--- src/rtl/tt_um_sowmya_quad_decoder_if.sv ---
// Tiny Tapeout style pin bundle for the quadrature decoder.
interface tt_um_sowmya_quad_decoder_if;
  logic [7:0] ui_in;
  logic [7:0] uio_in;
  logic       ena;
  logic [7:0] uo_out;
  logic [7:0] uio_out;
  logic [7:0] uio_oe;

  modport master (
    output ui_in, uio_in, ena,
    input  uo_out, uio_out, uio_oe
  );

  modport slave (
    input  ui_in, uio_in, ena,
    output uo_out, uio_out, uio_oe
  );
endinterface

--- src/rtl/tt_um_sowmya_quad_decoder.sv ---
// Quadrature decoder: synchronize and debounce A/B, decode x4/x1 steps into an
// 8-bit wrapping position count with direction, step pulse and sticky error.
module tt_um_sowmya_quad_decoder #(
  parameter int FILT_LEN = 3
) (
  input logic clk,
  input logic rst_n,
  tt_um_sowmya_quad_decoder_if.slave bus
);

  localparam logic [4:0] FLEN   = 5'(FILT_LEN);
  localparam logic [4:0] SETTLE = 5'(FILT_LEN + 3);

  typedef struct packed {
    logic moved;
    logic dbl;
    logic up;
    logic dn;
  } dec_t;

  logic [1:0] ab, s1, s2, filt, cand, prev;
  logic [3:0] run;
  logic [4:0] run_nxt;
  logic [4:0] settle;
  logic [7:0] count;
  logic       dir, step, err;
  logic       cnt_en, clr, mode;
  logic       active, do_step;
  dec_t       dec;

  // State encoding is {A,B}; ui_in carries A on bit 0 and B on bit 1.
  assign ab     = {bus.ui_in[0], bus.ui_in[1]};
  assign cnt_en = bus.ui_in[2];
  assign clr    = bus.ui_in[3];
  assign mode   = bus.ui_in[4];

  logic unused_ok;
  assign unused_ok = &{1'b0, bus.ui_in[7:5], bus.uio_in, bus.ena};

  function automatic logic [1:0] next_up(input logic [1:0] s);
    case (s)
      2'b00:   next_up = 2'b10;
      2'b10:   next_up = 2'b11;
      2'b11:   next_up = 2'b01;
      default: next_up = 2'b00;
    endcase
  endfunction

  // Run length including the current sample; a changed s2 starts a new run.
  assign run_nxt = (run != 4'd0 && s2 == cand) ? {1'b0, run} + 5'd1 : 5'd1;

  always_comb begin
    dec       = '0;
    dec.moved = (prev != filt);
    dec.dbl   = ((prev ^ filt) == 2'b11);
    if (dec.moved && !dec.dbl) begin
      if (mode) begin
        dec.up = (prev == 2'b01) && (filt == 2'b00);
        dec.dn = (prev == 2'b00) && (filt == 2'b01);
      end else begin
        dec.up = (next_up(prev) == filt);
        dec.dn = !dec.up;
      end
    end
  end

  assign active  = (settle == 5'd0);
  assign do_step = active && cnt_en && (dec.up || dec.dn);

  always_ff @(posedge clk) begin
    if (!rst_n) begin
      s1     <= 2'b00;
      s2     <= 2'b00;
      filt   <= 2'b00;
      cand   <= 2'b00;
      run    <= 4'd0;
      prev   <= 2'b00;
      settle <= SETTLE;
      count  <= 8'd0;
      dir    <= 1'b0;
      step   <= 1'b0;
      err    <= 1'b0;
    end else begin
      s1   <= ab;
      s2   <= s1;
      prev <= filt;

      if (s2 == filt) begin
        run <= 4'd0;
      end else if (run_nxt == FLEN) begin
        filt <= s2;
        run  <= 4'd0;
      end else begin
        run  <= run_nxt[3:0];
        cand <= s2;
      end

      if (!active) settle <= settle - 5'd1;

      if (clr) begin
        count <= 8'd0;
        err   <= 1'b0;
        step  <= 1'b0;
      end else begin
        step <= do_step;
        if (do_step) begin
          count <= dec.up ? count + 8'd1 : count - 8'd1;
          dir   <= dec.up;
        end
        if (active && dec.dbl) err <= 1'b1;
      end
    end
  end

  assign bus.uo_out  = count;
  assign bus.uio_out = {5'b0, err, step, dir};
  assign bus.uio_oe  = 8'b0000_0111;

endmodule

--- src/flat_wrapper.sv ---
// flat-port wrapper written by rule: the top's interface ports become plain ports
module tt_um_sowmya_quad_decoder_flat 
#(
  parameter int FILT_LEN = 3
)
  (clk, rst_n, bus_ui_in, bus_uio_in, bus_ena, bus_uo_out, bus_uio_out, bus_uio_oe);
  tt_um_sowmya_quad_decoder_if bus_i ();
  input logic clk;
  input logic rst_n;
  input wire logic [$bits(bus_i.ui_in)-1:0] bus_ui_in;
  input wire logic [$bits(bus_i.uio_in)-1:0] bus_uio_in;
  input wire logic [$bits(bus_i.ena)-1:0] bus_ena;
  output wire logic [$bits(bus_i.uo_out)-1:0] bus_uo_out;
  output wire logic [$bits(bus_i.uio_out)-1:0] bus_uio_out;
  output wire logic [$bits(bus_i.uio_oe)-1:0] bus_uio_oe;
  assign bus_i.ui_in = bus_ui_in;
  assign bus_i.uio_in = bus_uio_in;
  assign bus_i.ena = bus_ena;
  assign bus_uo_out = bus_i.uo_out;
  assign bus_uio_out = bus_i.uio_out;
  assign bus_uio_oe = bus_i.uio_oe;
  tt_um_sowmya_quad_decoder #(.FILT_LEN(FILT_LEN)) u_core (.clk(clk), .rst_n(rst_n), .bus(bus_i));
endmodule
--- config.mk ---
export PLATFORM = sky130hd
export DESIGN_NAME = tt_um_sowmya_quad_decoder_flat
export DESIGN_NICKNAME = d
export VERILOG_FILES = /design/src/rtl/tt_um_sowmya_quad_decoder_if.sv /design/src/rtl/tt_um_sowmya_quad_decoder.sv /design/src/flat_wrapper.sv
export SDC_FILE = /design/constraint.sdc
export NUM_CORES = 1
export LEC_CHECK = 0
export CAP_MARGIN = 15
export CORE_MARGIN = 4
export CORE_UTILIZATION = 38
export CTS_CLUSTER_SIZE = 40
export DETAILED_ROUTE_END_ITERATION = 6
export PLACE_DENSITY_LB_ADDON = 0.2
export SYNTH_ARGS = -nofsm -noshare
export SYNTH_HDL_FRONTEND = slang
export SYNTH_SLANG_ARGS = --single-unit
--- constraint.sdc ---
create_clock -name clk -period 3.45 [get_ports clk]
set_input_delay 1.035 -clock clk [delete_from_list [all_inputs] [get_ports clk]]
set_output_delay 1.035 -clock clk [all_outputs]
set_load 0.005 [all_outputs]
# After elaboration in Yosys (flattened, before gate mapping)
# Cells that the tools add are included.
# word_totals
out_inout_bits	24
register_bits	30
in_bits	19
# op_classes
n_eq_ne	10
bitwise	5
reduce_logical	19
muxes	7
n_addsub	4
# ops
cell	n
$add A8 B1 Y8 const B	1
$mux W2	4
$mux W8	1
$sub A8 B1 Y8 const B	1
$logic_and A1 B1 Y1	7
$eq A2 B2 Y1	3
$eq A2 B2 Y1 const B	3
$pmux W2 S3	1
$reduce_and A2 Y1	3
$add A4 B1 Y5 const B	1
$eq A5 B2 Y1 const B	1
$logic_not A5 Y1	1
$mux W5	1
$sub A5 B1 Y5 const B	1
$eq A2 B1 Y1 const B	2
$logic_not A2 Y1	2
$not A1 Y1	4
$reduce_bool A4 Y1	1
$reduce_or A3 Y1	1
$logic_not A1 Y1	2
$ne A2 B2 Y1	1
$reduce_or A2 Y1	1
$xor A2 B2 Y2	1
$logic_or A1 B1 Y1	1

# Longest topological paths before layout
# depth
ltp_word	12
depth_mapped	13

# Worst setup path after synthesis
# No wires, ideal clock.
# synth_timing
path_kind	in2reg
from	input bus_ui_in[4]
to	register u_core.count[7], in the netlist u_core.bus.uo_out[7]
setup_time_ps	71
required_time_ps	3379
n_path_buf	0
setup_slack_ps	626
arrival_time_ps	2753
cell_stages	11
path_cell_list	inv_1 o21ai_0 a21oi_2 inv_2 ha_1 a211oi_1 o21a_1 o21ai_0 xor2_1 or3_1 a21oi_1
# synth_via
elab_chain_cells	4
elab_cells_between_ends	5
# synth_rtl
element	line	rtl
start: declaration	flat_wrapper.sv:10	input wire logic [$bits(bus_i.ui_in)-1:0] bus_ui_in;
$mux W2 *	tt_um_sowmya_quad_decoder.sv:57	if (mode) begin
$mux W2 *	tt_um_sowmya_quad_decoder.sv:56	if (dec.moved && !dec.dbl) begin
$logic_or A1 B1 Y1	tt_um_sowmya_quad_decoder.sv:68	assign do_step = active && cnt_en && (dec.up || dec.dn);
$logic_and A1 B1 Y1	tt_um_sowmya_quad_decoder.sv:68	
end signal: assignment	tt_um_sowmya_quad_decoder.sv:107	count <= dec.up ? count + 8'd1 : count - 8'd1;
end: declaration	tt_um_sowmya_quad_decoder.sv:25	logic [7:0] count;
# Mark *: on every way between the ends. The rest lies on a longest branch, timed or not.
# A chain may end at the register's enable or synchronous reset.

# Worst setup path in the final report
# Same ends and word-level chain as after synthesis.

==> flow_summary.json <==
{
  "syn-cell-area_um2": 1730,
  "final_cell_area_um2": 2050,
  "outcome": "completed",
  "cts_tree": "done",
  "grt_pass1_vias": 1142,
  "vias_per_cell": 4.65,
  "die_area_um2": 5700,
  "final-setup-viol-count": 0,
  "cts_inserted_buffers": 5,
  "cp_common_cell": "o21ai_0",
  "cts.sinks": 30,
  "finalCritPeriodShare_pct": 90.1,
  "cts_hold_repair.buffers": 0,
  "cp.required_ns": 3.65,
  "synth_compound_area_share_pct": 12.1,
  "antenna_found_initial": 0,
  "timing.fmax_ghz": 0.322,
  "critPathMaxFanout": 6,
  "grt_max_degree": 18,
  "grt_use_total_pct": 11.4,
  "ir_drop_v": 0.000317,
  "die_h_um": 75.5,
  "skew_ns": 0.00416,
  "cp_cell_sequence": "clkdlybuf4s50_1 > inv_1 > o21ai_0 > a21oi_2 > inv_2 > ha_1 > a211oi_1 > o21a_1 > o21ai_0 > xor2_1 > or3_1 > a21oi_1",
  "vias": 1238,
  "crit_path_end_kind": "flip-flop",
  "area.growth.synth_to_final_pct": 18.1,
  "die_w_um": 75.5,
  "initialDrtViolationCount": 46,
  "drive_gt1_share_pct": 9.81,
  "min-delay-start": "u_core.s1[1]$_SDFF_PN0_",
  "cts_htree_levels": 2,
  "max_stage_delay_ns": 0.46,
  "ys_seq_area_share_pct": 34.7,
  "first_pass_iters": 4,
  "n_fill_cell": 427,
  "ant_nets": 0,
  "hold_ws_ns": 0.433,
  "dpl-instance-area_um2": 1900,
  "synth_ff_type": "dfxtp_1",
  "worst-path-buf-inv": 3,
  "synth_warnings": 0,
  "slew_violations": 0,
  "tns_ns": 0,
  "cts_root_buf": "clkbuf_8",
  "synth_enable_flop_cells": 0,
  "muxShareOfSynthArea_pct": 2.96,
  "nets": 244,
  "synth_xor_area_share_pct": 8.59,
  "overflow": 0,
  "drc": 0,
  "rows": 24,
  "synth_cell_types": 43,
  "post-cts-setup-buffers": 0,
  "drt-total-wl_mm": 2.81,
  "initial_utilization_pct": 39.5,
  "p_per_area_nw_per_um2": 429,
  "async_reset_ff_share_pct": 0,
  "placement.io_buffers": 17,
  "final_hold_viol_count": 0,
  "timing.rr.start": "u_core.filt[0]$_SDFFE_PN0P_",
  "ys_ff_latch": 30,
  "cts_resized": 0,
  "wl_per_cell_um": 10.6,
  "synth_top_family_by_area": "simple AND/OR/NAND/NOR gates",
  "clockBufferDepth": 2,
  "min_period_ns": 3.11,
  "crit_start": "bus_ui_in[4]",
  "post-route-util_pct": 46.7,
  "path_clk_slew_ns": 0.06,
  "cp-start-kind": "input port",
  "clock_latency_ns": 0.28,
  "netlist_instances": 193,
  "globalplace.congestion": 0.791,
  "p_total_mw": 0.877,
  "grt_pass1_wl_mm": 4.97,
  "yosys.area_share.simple_pct": 21.2,
  "p_leak_nw": 0.878,
  "synth-adder-area-share_pct": 9.10,
  "core-area_um2": 4380,
  "arrival_ns": 3.31,
  "rsz0062_at_grt": "false",
  "cp_top_family": "compound AO/OA/AOI/OAI gates",
  "critPathSlowestCell": "clkdlybuf4s50_1",
  "drv_cap": 0,
  "pin_count": 43,
  "avgSynthCellArea_um2": 8.98,
  "diodes": 0,
  "dp.final_hpwl_mm": 2.10,
  "crit_type": "in2reg",
  "min_path_type": "reg2reg"
}
[cells in the mapped netlist (2+ instances only)]
cell type / count / area share (%)
xnor2_1: 9 / 4.5
and2_1: 8 / 2.9
nand2_1: 7 / 1.5
conb_1: 2 / 0.43
or3_1: 3 / 1.1
nor2_1: 16 / 3.5
nor3_1: 5 / 1.4
o211ai_1: 2 / 0.87
buf_4: 17 / 7.4
ha_1: 11 / 7.9
inv_1: 9 / 1.9
nand2b_1: 3 / 1.1
mux2i_1: 4 / 2.3
nand3_1: 2 / 0.58
a21oi_1: 14 / 4.0
a211oi_1: 2 / 0.87
o21ai_0: 10 / 2.9
a21o_1: 3 / 1.3
xor2_1: 8 / 4.0
dfxtp_1: 30 / 35
clkbuf_1: 2 / 0.43
nor2b_1: 5 / 1.8
[stage by stage]
| step | setup WS (ns) | cells |
|---|---|---|
| floorplan | 0.626 | 204 |
| global placement | 0.0373 | 258 |
| detailed placement | 0.0773 | 258 |
| CTS | 0.349 | 266 |
| global route | 0.0884 | 266 |
| finish | 0.343 | 266 |
[report_power, final]
| part | internal, mW | total, mW | leakage, nW | switching, mW |
|---|---|---|---|---|
| registers | 0.360 | 0.370 | 0.244 | 0.0102 |
| clock network | 0.308 | 0.440 | 0.0714 | 0.132 |
| logic | 0.0343 | 0.0667 | 0.563 | 0.0324 |
| total | 0.702 | 0.877 | 0.878 | 0.175 |
[flip-flops by register name (all words and copies together), names as in the netlist]
| signal | flops |
|---|---|
| u_core.prev | 2 |
| u_core.s1 | 2 |
| u_core.step | 1 |
| u_core.err | 1 |
| u_core.filt | 2 |
| u_core.settle | 5 |
| u_core.cand | 2 |
| u_core.run | 4 |
| u_core.bus.uo_out | 8 |
| u_core.dir | 1 |
| u_core.s2 | 2 |
[per-layer routing]
layer	global-route usage (%)	share of wire [%]
met5	0	0
met1	14.7	50
met4	5.24	2.0
met3	3.56	6.1
met2	17.4	41
[cell usage in the layout (no fill, tap or decap), types with 2 or more instances in the layout]
cell / netlist / final
a211oi_1: 2 / 2
a21o_1: 3 / 3
a21oi_1: 14 / 14
and2_1: 8 / 8
buf_4: 17 / 6
bufinv_16: 0 / 2
clkbuf_8: 0 / 6
clkdlybuf4s50_1: 0 / 17
conb_1: 2 / 13
dfxtp_1: 30 / 30
ha_1: 11 / 11
inv_1: 9 / 9
mux2i_1: 4 / 4
nand2_1: 7 / 7
nand2b_1: 3 / 3
nand3_1: 2 / 2
nor2_1: 16 / 16
nor2b_1: 5 / 5
nor3_1: 5 / 5
o211ai_1: 2 / 2
o21ai_0: 10 / 10
or3_1: 3 / 3
xnor2_1: 9 / 9
xor2_1: 8 / 8
[layout make-up]
class | instances | area, µm² | share of cell area (%)
Timing Repair Buffer | 23 | 215 | 10.5
Tap cell | 52 | 65.1 | 3.18
Sequential cell | 30 | 601 | 29.4
Clock buffer | 6 | 82.6 | 4.04
Inverter | 10 | 37.5 | 1.83
Multi-Input combinational cell | 143 | 985 | 48.1
Clock inverter | 2 | 60.1 | 2.94
[cells by family (layout without fill, tap and decap cells)]
kind of cell             Yosys count  in the layout
XOR/XNOR                          17             17
adder cells (fa/ha/maj)           12             12
buffers and inverters             31             41
AND/OR/NAND/NOR                   60             60
flip-flops                        30             30
other                              2             13
multiplexers                       5              5
AO/OA/AOI/OAI                     36             36
[path summary, 6_finish.rpt]
path	to	slack, ns	cells past startpoint
max	u_core.bus.uo_out[7]$_SDFFE_PP0N_	0.34	12
max reg2reg	u_core.bus.uo_out[7]$_SDFFE_PP0N_	0.48	12
min reg2reg	u_core.s2[1]$_SDFF_PN0_	0.43	1
min	u_core.s2[1]$_SDFF_PN0_	0.43	1
Power figures use the tool's default switching activity.
